$ cat config.mk
export PLATFORM = sky130hd
export DESIGN_NAME = seq_lock_ctrl
export DESIGN_NICKNAME = d
export VERILOG_FILES = /design/src/rtl/seq_lock_ctrl.sv
export SDC_FILE = /design/constraint.sdc
export NUM_CORES = 1
export LEC_CHECK = 0
export ABC_AREA = 0
export BUFFER_PORTS_ARGS = -buffer_cell sky130_fd_sc_hd__buf_2
export CORE_ASPECT_RATIO = 1.25
export CORE_UTILIZATION = 40
export CTS_BUF_LIST = sky130_fd_sc_hd__clkbuf_16
export CTS_CLUSTER_SIZE = 8
export DETAILED_ROUTE_END_ITERATION = 16
export GPL_TIMING_DRIVEN = 0
export PLACE_DENSITY = 0.55
export SLEW_MARGIN = 20
export SYNTH_ARGS = -nofsm -noshare
export SYNTH_HDL_FRONTEND = slang
export SYNTH_SLANG_ARGS = --single-unit
$ cat constraint.sdc
create_clock -name clk -period 4.5 [get_ports clk]
set_input_delay 0.9 -clock clk [delete_from_list [all_inputs] [get_ports clk]]
set_output_delay 0.9 -clock clk [all_outputs]
set_load 0.03 [all_outputs]
$ cat src/rtl/seq_lock_ctrl.sv
// Keypad code lock: collects SEQ_LEN single-key presses, compares them against
// a programmed code and toggles the lock state, with error hold and lockout.
module seq_lock_ctrl #(
  parameter int NKEYS          = 4,
  parameter int KEYW           = $clog2(NKEYS),
  parameter int SEQ_LEN        = 4,
  parameter int ENTRY_TIMEOUT  = 250_000_000,
  parameter int ERROR_HOLD     = 250_000_000,
  parameter int MAX_FAILS      = 3,
  parameter int LOCKOUT_CYCLES = 1_500_000_000
) (
  input  logic                           clk,
  input  logic                           reset,
  input  logic                           enable,
  input  logic [NKEYS-1:0]               key,
  input  logic [SEQ_LEN*KEYW-1:0]        code,
  output logic                           unlocked,
  output logic                           match,
  output logic                           error,
  output logic                           locked_out,
  output logic [NKEYS-1:0]               led,
  output logic [$clog2(SEQ_LEN+1)-1:0]   digit_cnt,
  output logic [$clog2(MAX_FAILS+1)-1:0] fail_cnt,
  output logic [2:0]                     state
);
  localparam int DCW    = $clog2(SEQ_LEN+1);
  localparam int FCW    = $clog2(MAX_FAILS+1);
  localparam int TMAX_A = (ENTRY_TIMEOUT > ERROR_HOLD) ? ENTRY_TIMEOUT : ERROR_HOLD;
  localparam int TMAX   = (TMAX_A > LOCKOUT_CYCLES) ? TMAX_A : LOCKOUT_CYCLES;
  localparam int TW     = $clog2(TMAX + 1);

  typedef enum logic [2:0] {
    ST_IDLE    = 3'd0,
    ST_ENTRY   = 3'd1,
    ST_CHECK   = 3'd2,
    ST_ERROR   = 3'd3,
    ST_LOCKOUT = 3'd4
  } state_t;

  function automatic logic one_low(input logic [NKEYS-1:0] k);
    logic [NKEYS-1:0] inv;
    inv = ~k;
    return (inv != '0) && ((inv & (inv - NKEYS'(1))) == '0);
  endfunction

  // Only called with exactly one bit low, so OR-ing indices is exact.
  function automatic logic [KEYW-1:0] key_index(input logic [NKEYS-1:0] k);
    logic [KEYW-1:0] idx;
    idx = '0;
    for (int i = 0; i < NKEYS; i++) begin
      idx = idx | (k[i] ? KEYW'(0) : KEYW'(i));
    end
    return idx;
  endfunction

  state_t                  state_r;
  logic [NKEYS-1:0]        key_r;
  logic [NKEYS-1:0]        key_prev_r;
  logic [SEQ_LEN*KEYW-1:0] digits_r;
  logic [DCW-1:0]          digit_cnt_r;
  logic [FCW-1:0]          fail_cnt_r;
  logic [TW-1:0]           timer_r;
  logic                    unlocked_r;
  logic                    match_r;
  logic                    error_r;
  logic                    locked_out_r;
  logic [NKEYS-1:0]        led_r;
  logic [NKEYS-1:0]        last_led_r;

  logic           press_s;
  logic           released_s;
  logic           to_check_s;
  logic           timeout_s;
  logic           go_fail_s;
  logic [TW-1:0]  timer_inc_s;
  logic [FCW-1:0] fail_next_s;

  assign press_s     = one_low(key_r) && (key_prev_r == '1);
  assign released_s  = (key_r == '1);
  assign timer_inc_s = (timer_r == '1) ? timer_r : timer_r + TW'(1);
  assign fail_next_s = fail_cnt_r + FCW'(1);
  assign to_check_s  = (state_r == ST_ENTRY) && (digit_cnt_r == DCW'(SEQ_LEN)) && released_s;
  // A press in the same cycle as the timeout wins over the timeout.
  assign timeout_s   = (state_r == ST_ENTRY) && !press_s && !to_check_s &&
                       (timer_inc_s == TW'(ENTRY_TIMEOUT));
  assign go_fail_s   = timeout_s || ((state_r == ST_CHECK) && (digits_r != code));

  // Lock controller state machine with registered outputs.
  always_ff @(posedge clk or negedge reset) begin
    if (!reset) begin
      state_r      <= ST_IDLE;
      key_r        <= '1;
      key_prev_r   <= '1;
      digits_r     <= '0;
      digit_cnt_r  <= '0;
      fail_cnt_r   <= '0;
      timer_r      <= '0;
      unlocked_r   <= 1'b0;
      match_r      <= 1'b0;
      error_r      <= 1'b0;
      locked_out_r <= 1'b0;
      led_r        <= '0;
      last_led_r   <= '0;
    end else begin
      key_r      <= key;
      key_prev_r <= key_r;
      match_r    <= 1'b0;
      if (!enable) begin
        state_r      <= ST_IDLE;
        digit_cnt_r  <= '0;
        timer_r      <= '0;
        error_r      <= 1'b0;
        locked_out_r <= 1'b0;
        // Leave one failure short of lockout so an abort cannot dodge it.
        if (state_r == ST_LOCKOUT) begin
          fail_cnt_r <= FCW'(MAX_FAILS - 1);
        end else begin
          fail_cnt_r <= fail_cnt_r;
        end
      end else if (go_fail_s) begin
        fail_cnt_r  <= fail_next_s;
        digit_cnt_r <= '0;
        timer_r     <= '0;
        led_r       <= '1;
        if (fail_next_s == FCW'(MAX_FAILS)) begin
          state_r      <= ST_LOCKOUT;
          locked_out_r <= 1'b1;
        end else begin
          state_r <= ST_ERROR;
          error_r <= 1'b1;
        end
      end else begin
        case (state_r)
          ST_IDLE: begin
            if (press_s) begin
              digits_r[0 +: KEYW] <= key_index(key_r);
              digit_cnt_r         <= DCW'(1);
              led_r               <= ~key_r;
              last_led_r          <= ~key_r;
              timer_r             <= '0;
              state_r             <= ST_ENTRY;
            end
          end
          ST_ENTRY: begin
            if (press_s) begin
              timer_r <= '0;
              if (digit_cnt_r < DCW'(SEQ_LEN)) begin
                digits_r[int'(digit_cnt_r)*KEYW +: KEYW] <= key_index(key_r);
                digit_cnt_r <= digit_cnt_r + DCW'(1);
                led_r       <= ~key_r;
                last_led_r  <= ~key_r;
              end
            end else if (to_check_s) begin
              state_r <= ST_CHECK;
            end else begin
              timer_r <= timer_inc_s;
            end
          end
          ST_CHECK: begin
            unlocked_r  <= ~unlocked_r;
            match_r     <= 1'b1;
            fail_cnt_r  <= '0;
            digit_cnt_r <= '0;
            state_r     <= ST_IDLE;
          end
          ST_ERROR: begin
            if (timer_inc_s == TW'(ERROR_HOLD)) begin
              state_r <= ST_IDLE;
              error_r <= 1'b0;
              led_r   <= last_led_r;
              timer_r <= '0;
            end else begin
              timer_r <= timer_inc_s;
            end
          end
          ST_LOCKOUT: begin
            if (timer_inc_s == TW'(LOCKOUT_CYCLES)) begin
              state_r      <= ST_IDLE;
              locked_out_r <= 1'b0;
              fail_cnt_r   <= '0;
              led_r        <= last_led_r;
              timer_r      <= '0;
            end else begin
              timer_r <= timer_inc_s;
            end
          end
          default: begin
            state_r      <= ST_IDLE;
            digit_cnt_r  <= '0;
            timer_r      <= '0;
            error_r      <= 1'b0;
            locked_out_r <= 1'b0;
          end
        endcase
      end
    end
  end

  assign unlocked   = unlocked_r;
  assign match      = match_r;
  assign error      = error_r;
  assign locked_out = locked_out_r;
  assign led        = led_r;
  assign digit_cnt  = digit_cnt_r;
  assign fail_cnt   = fail_cnt_r;
  assign state      = state_r;

endmodule

# Word level (Yosys, flattened, before mapping)
# Index checks and enable logic that the tools add are counted.
# totals
reg_bits,67
in_bits,15
out_inout_bits,16
elab_cells,150
# op_classes
add_sub_neg,5
order_cmp,1
eq_ne,34
n_shift,2
mux,57
bitwise,6
n_reduce_logical,31
# ops
op,n
two-way mux 31 bit,8
case mux 31 bit (5 select lines),1
equality test 31 bit (second input constant),2
two-way mux 3 bit,12
negator 4 -> 33 bit,1
variable shift 2 x 33 -> 8 bit (first input constant),1
variable part select 2 x 33 -> 8 bit,1
adder 31 x 1 -> 31 bit (second input constant),1
equality test 31 x 28 -> 1 bit (second input constant),1
two-way mux 4 bit,6
!= test 4 bit (second input constant),5
two-way mux 2 bit,9
!= test 3 x 2 -> 1 bit (second input constant),6
case mux 4 bit (4 select lines),1
!= test 3 bit (second input constant),5
AND reduction 3 bit,5
two-way mux 1 bit,12
case mux 3 bit (4 select lines),1
AND reduction 5 bit,2
case mux 3 bit (3 select lines),1
bitwise mux 8 bit,1
equality test 4 bit (second input constant),2
logical AND 1 bit,8
!= test 4 x 3 -> 1 bit (second input constant),2
other kinds (33),42

# Longest topological paths before layout
# logic_depth
ltp_word,13
mapped_depth,16
depth_no_buf,11

# Least setup slack after synthesis
# Ideal clock, no wire load.
# synth_path
path_type,flip-flop to flip-flop
from,reg timer_r[0]
to,reg timer_r[30]
setup_ns,0.121
arrival_time_ns,3.581
t_required_ns,4.379
path_slack_ns,0.798
stages_incl_launch_ff,15
path_buffers,3
period_less_slack_ns,3.702
path_cell_list,dfrtp_1 -> ha_1 -> and4_1 -> buf_2 -> or4b_2 -> xor2_1 -> nand4_1 -> or4_1 -> nor4b_2 -> a21oi_2 -> o31ai_4 -> and2_1 -> buf_6 -> buf_6 -> nor2_1
# synth_via
elab_chain_cells,7
elab_cells_between_ends,18
cone_classes,add/sub: 1; eq/ne: 6; mux: 8; reduce/logical: 3
# synth_lines
element,line,text
from (decl),62,logic [TW-1:0] timer_r;
from (signal assigned),156,timer_r <= timer_inc_s;
from (signal assigned),173,timer_r <= timer_inc_s;
from (signal assigned),184,timer_r <= timer_inc_s;
adder 31 x 1 -> 31 bit / equality test 31 bit (equally long branches),80,assign timer_inc_s = (timer_r == '1) ? timer_r : timer_r + TW'(1);
two-way mux 31 bit *,80,
equality test 31 bit (tied with other cells),177,if (timer_inc_s == TW'(LOCKOUT_CYCLES)) begin
two-way mux 31 bit (tied with other cells),177,
case mux 31 bit (5 select lines) / logical OR 1 bit (equally long branches),"133, 86",
two-way mux 31 bit (tied with other cells),120,end else if (go_fail_s) begin
two-way mux 31 bit / AND reduction 3 bit (equally long branches),--,
# Every way passes the cells marked *; elsewhere a longest branch is shown, timed or not. The select of a mux whose other input is x is not followed.
# A chain may end at the register's enable or synchronous reset.

# Worst setup path in the final report
# layout_path
from,reg timer_r[0]
to,reg timer_r[3]
# The elaborated chain is that of the path after synthesis.

==> results.ini <==
[outcome]
outcome=completed

[floorplan]
core_mm2=0.01119
start_util=0.4136
ios=31
row_count=43
die_h_um=122.3
die_w_um=98.21
die_area_mm2=0.01201

[worst_setup_path]
cp_cell_sequence=ha_1 > and4_1 > buf_2 > nand2_1 > clkbuf_1 > nor4_1 > xor2_1 > a311o_1 > nor3_1 > a211oi_1 > o31ai_4 > buf_4 > nor2_1 > a22o_1
path_buf_inv=3
cp_slowest_stage_delay_ns=0.66
rr_worst_depth=14
cp_top_family=compound AO/OA/AOI/OAI gates
critical_path.startpoint_type=flip-flop
r2r-start=timer_r[0]
r2r_end=timer_r[3]
cpMaxStageDelayCell=a211oi_1
crit_fanout=10
critPathRequiredTime_ns=4.78
reg2reg_setup_slack_ns=0.25
path_class=flip-flop to flip-flop
end_kind=flip-flop
critPathArrivalTime_ns=4.53
crit_start=timer_r[0]

[power]
p_leak_nw=2.212
vdd_ir_drop_max_mv=0.2346
p_per_area_mw_per_mm2=310.0
p_total_mw=1.650

[sta]
final-hold-violation-count=0
fin_skew_ns=0.009345
final_max_slew_viol_count=0
layout_setup_ws_ns=0.2513
fin_tns_setup_ns=0
tightestPinTransition_ns=0.9022
period_needed_ns=4.249
rsz0062_at_grt=no
slew_headroom=0.3979
fin_crit_sh=0.9442
setup_viol=0
max_freq_mhz=235.4

[flow_run]
drv_cap=0

[global_route]
grt-ovfl-total=0
grt_max_degree=53
grtUsageMet1=0.2813
grt_pass1_vias=4286
grtUsageMet2=0.4388
grt_use_met3=0.03986
top_usage_layer=met2
antenna_found_initial=0
grt_pass1_wl_mm=22.43
grt_use_total=0.2450

[clock_tree]
cts_root_buffer=clkbuf_16
cts.sinks=67
numCtsBuffers=9
cts_buffer_depth=2
ctsHoldBuffers=0
clk_latency_ns=0.35
cts_tree=done
h-tree-depth=3
worst_setup_hold_path_clk_slew_ns=0.06

[yosys]
synth_area_per_cell_um2=8.571
synth_area_mm2=0.004628
synth_nets=561
synth-compound-area-share=0.1909
synth_top_area_cell=dfrtp_1
synth_ff_type=dfrtp_1
synth_top_family_by_area=simple AND/OR/NAND/NOR gates
synthesis.instances=540
yosysUniqueCellTypes=71
ys_seq_elements=67
yosys.area_share.simple=0.2833
synthMuxAreaShare=0.02514
synthXorXnorAreaFrac=0.06813
synth_top_area_frac=0.3190
ys_async_sr_fraction=1.000
synth-edff-count=0
synthAdderAreaFrac=0.01622
yosys-top-cells-area=dfrtp_1 (32%), dfstp_2 (4.5%), xnor2_1 (4.5%)
ys_seq_area_frac=0.3644
yosysWarnings=0

[layout]
area_growth_syn_to_layout_pct=15.03
layout_commonest_cell=dfrtp_1
nNetsFinal=604
multiInputGateArea_mm2=0.002714
layout-drive-gt1-share=0.1667
fill_cells=1101
layout_common_cells=dfrtp_1 (59), nor2_1 (53), nand2_1 (52)
stdcell_count=723
final-seq-area_mm2=0.001687
antenna_cells=0

[routing]
drt_first_pass_iters=5
drc_errors=0
first_iter_violations=189
via_per_inst=6.018
avgRoutedWirePerCell_um=19.04
wirelength_mm=13.76
postRouteAntennaNets=0
vias=4351

[placement]
port_buffers=29
placed_cells=705
globalplace.congestion=0.9354
dp_hpwl_mm=10.38
post-place-ws_ns=0.2076

[min_path]
holdPathEnd=key_prev_r[0]
hold_depth=0
hold_start=key_r[0]
hp-class=flip-flop to flip-flop

==> routing by layer <==
layer / up-vias / share of wire
li1: 2070 / -
met1: 2107 / 0.40
met2: 138 / 0.52
met3: 36 / 0.044
met4: 0 / 0.037
met5: - / 0
==> state kept, by name, summed over array words and instances, names as in the netlist <==
register    cells
key_r           4
match           1
fail_cnt        2
digit_cnt       3
timer_r        31
key_prev_r      4
led             4
locked_out      1
state           3
error           1
digits_r        8
last_led_r      4
unlocked        1
==> final cells by class <==
class | count | area share
Multi-Input combinational cell | 424 | 0.5098
Sequential cell | 67 | 0.3168
Timing Repair Buffer | 32 | 0.03572
Inverter | 13 | 0.009166
Clock inverter | 7 | 0.01857
Buffer | 36 | 0.03596
Tap cell | 135 | 0.03173
Clock buffer | 9 | 0.04230
==> Yosys cell counts, drive strengths merged, types with 6 or more instances <==
cell type and number:
dfrtp 59, nor2 53, nand2 52, o21ai 34, nand3 29, a21oi 28, xnor2 24, nor3 20
buf 19, nand4 18, clkbuf 17, inv 13, and3 12, and4 12, xor2 12, and2 11
a31oi 9, nor4 9, dfstp 8, a211oi 6, ha 6, mux2i 6
==> power breakdown <==
group / switching (mW) / internal (mW)
sequential: 0.0236 / 0.633
combinational: 0.135 / 0.0730
clock: 0.296 / 0.490
total: 0.454 / 1.20
==> kinds of logic (layout without fill, tap and decap cells) <==
kind of cell / Yosys count / after routing
buffers and inverters: 49 / 97
AND/OR/NAND/NOR: 243 / 243
multiplexers: 11 / 11
AO/OA/AOI/OAI: 128 / 128
XOR/XNOR: 36 / 36
flip-flops: 67 / 67
adder cells (fa/ha/maj): 6 / 6
==> repair_timing <==
action	CTS	global route
setup buffers	0	2
endpoints found under the hold margin	0	0
endpoints found under the setup margin	0	17
resized for setup	0	4
==> worst max-delay path by stage <==
stage | slack, ns | cells after the start | endpoint
final | 0.25 | 14 | timer_r[3]
after global placement | 0.21 | 15 | timer_r[27]
after CTS | 0.19 | 15 | timer_r[16]
after floorplan | 0.80 | 14 | timer_r[30]
after global routing | 0.003 | 14 | timer_r[27]
after detailed placement | 0.21 | 15 | timer_r[16]
==> through the flow <==
stage            util  area [µm²]  hold slack (ns)
4_1_cts        0.4733        5296           0.3693
5_1_grt        0.4757        5324           0.3693
2_1_floorplan       -        4628           0.3533
3_5_place_dp   0.4443        4972           0.3601
6_report       0.4757        5324           0.3666
3_3_place_gp   0.4416        4942           0.3563
(Power assumes the default switching activity.)
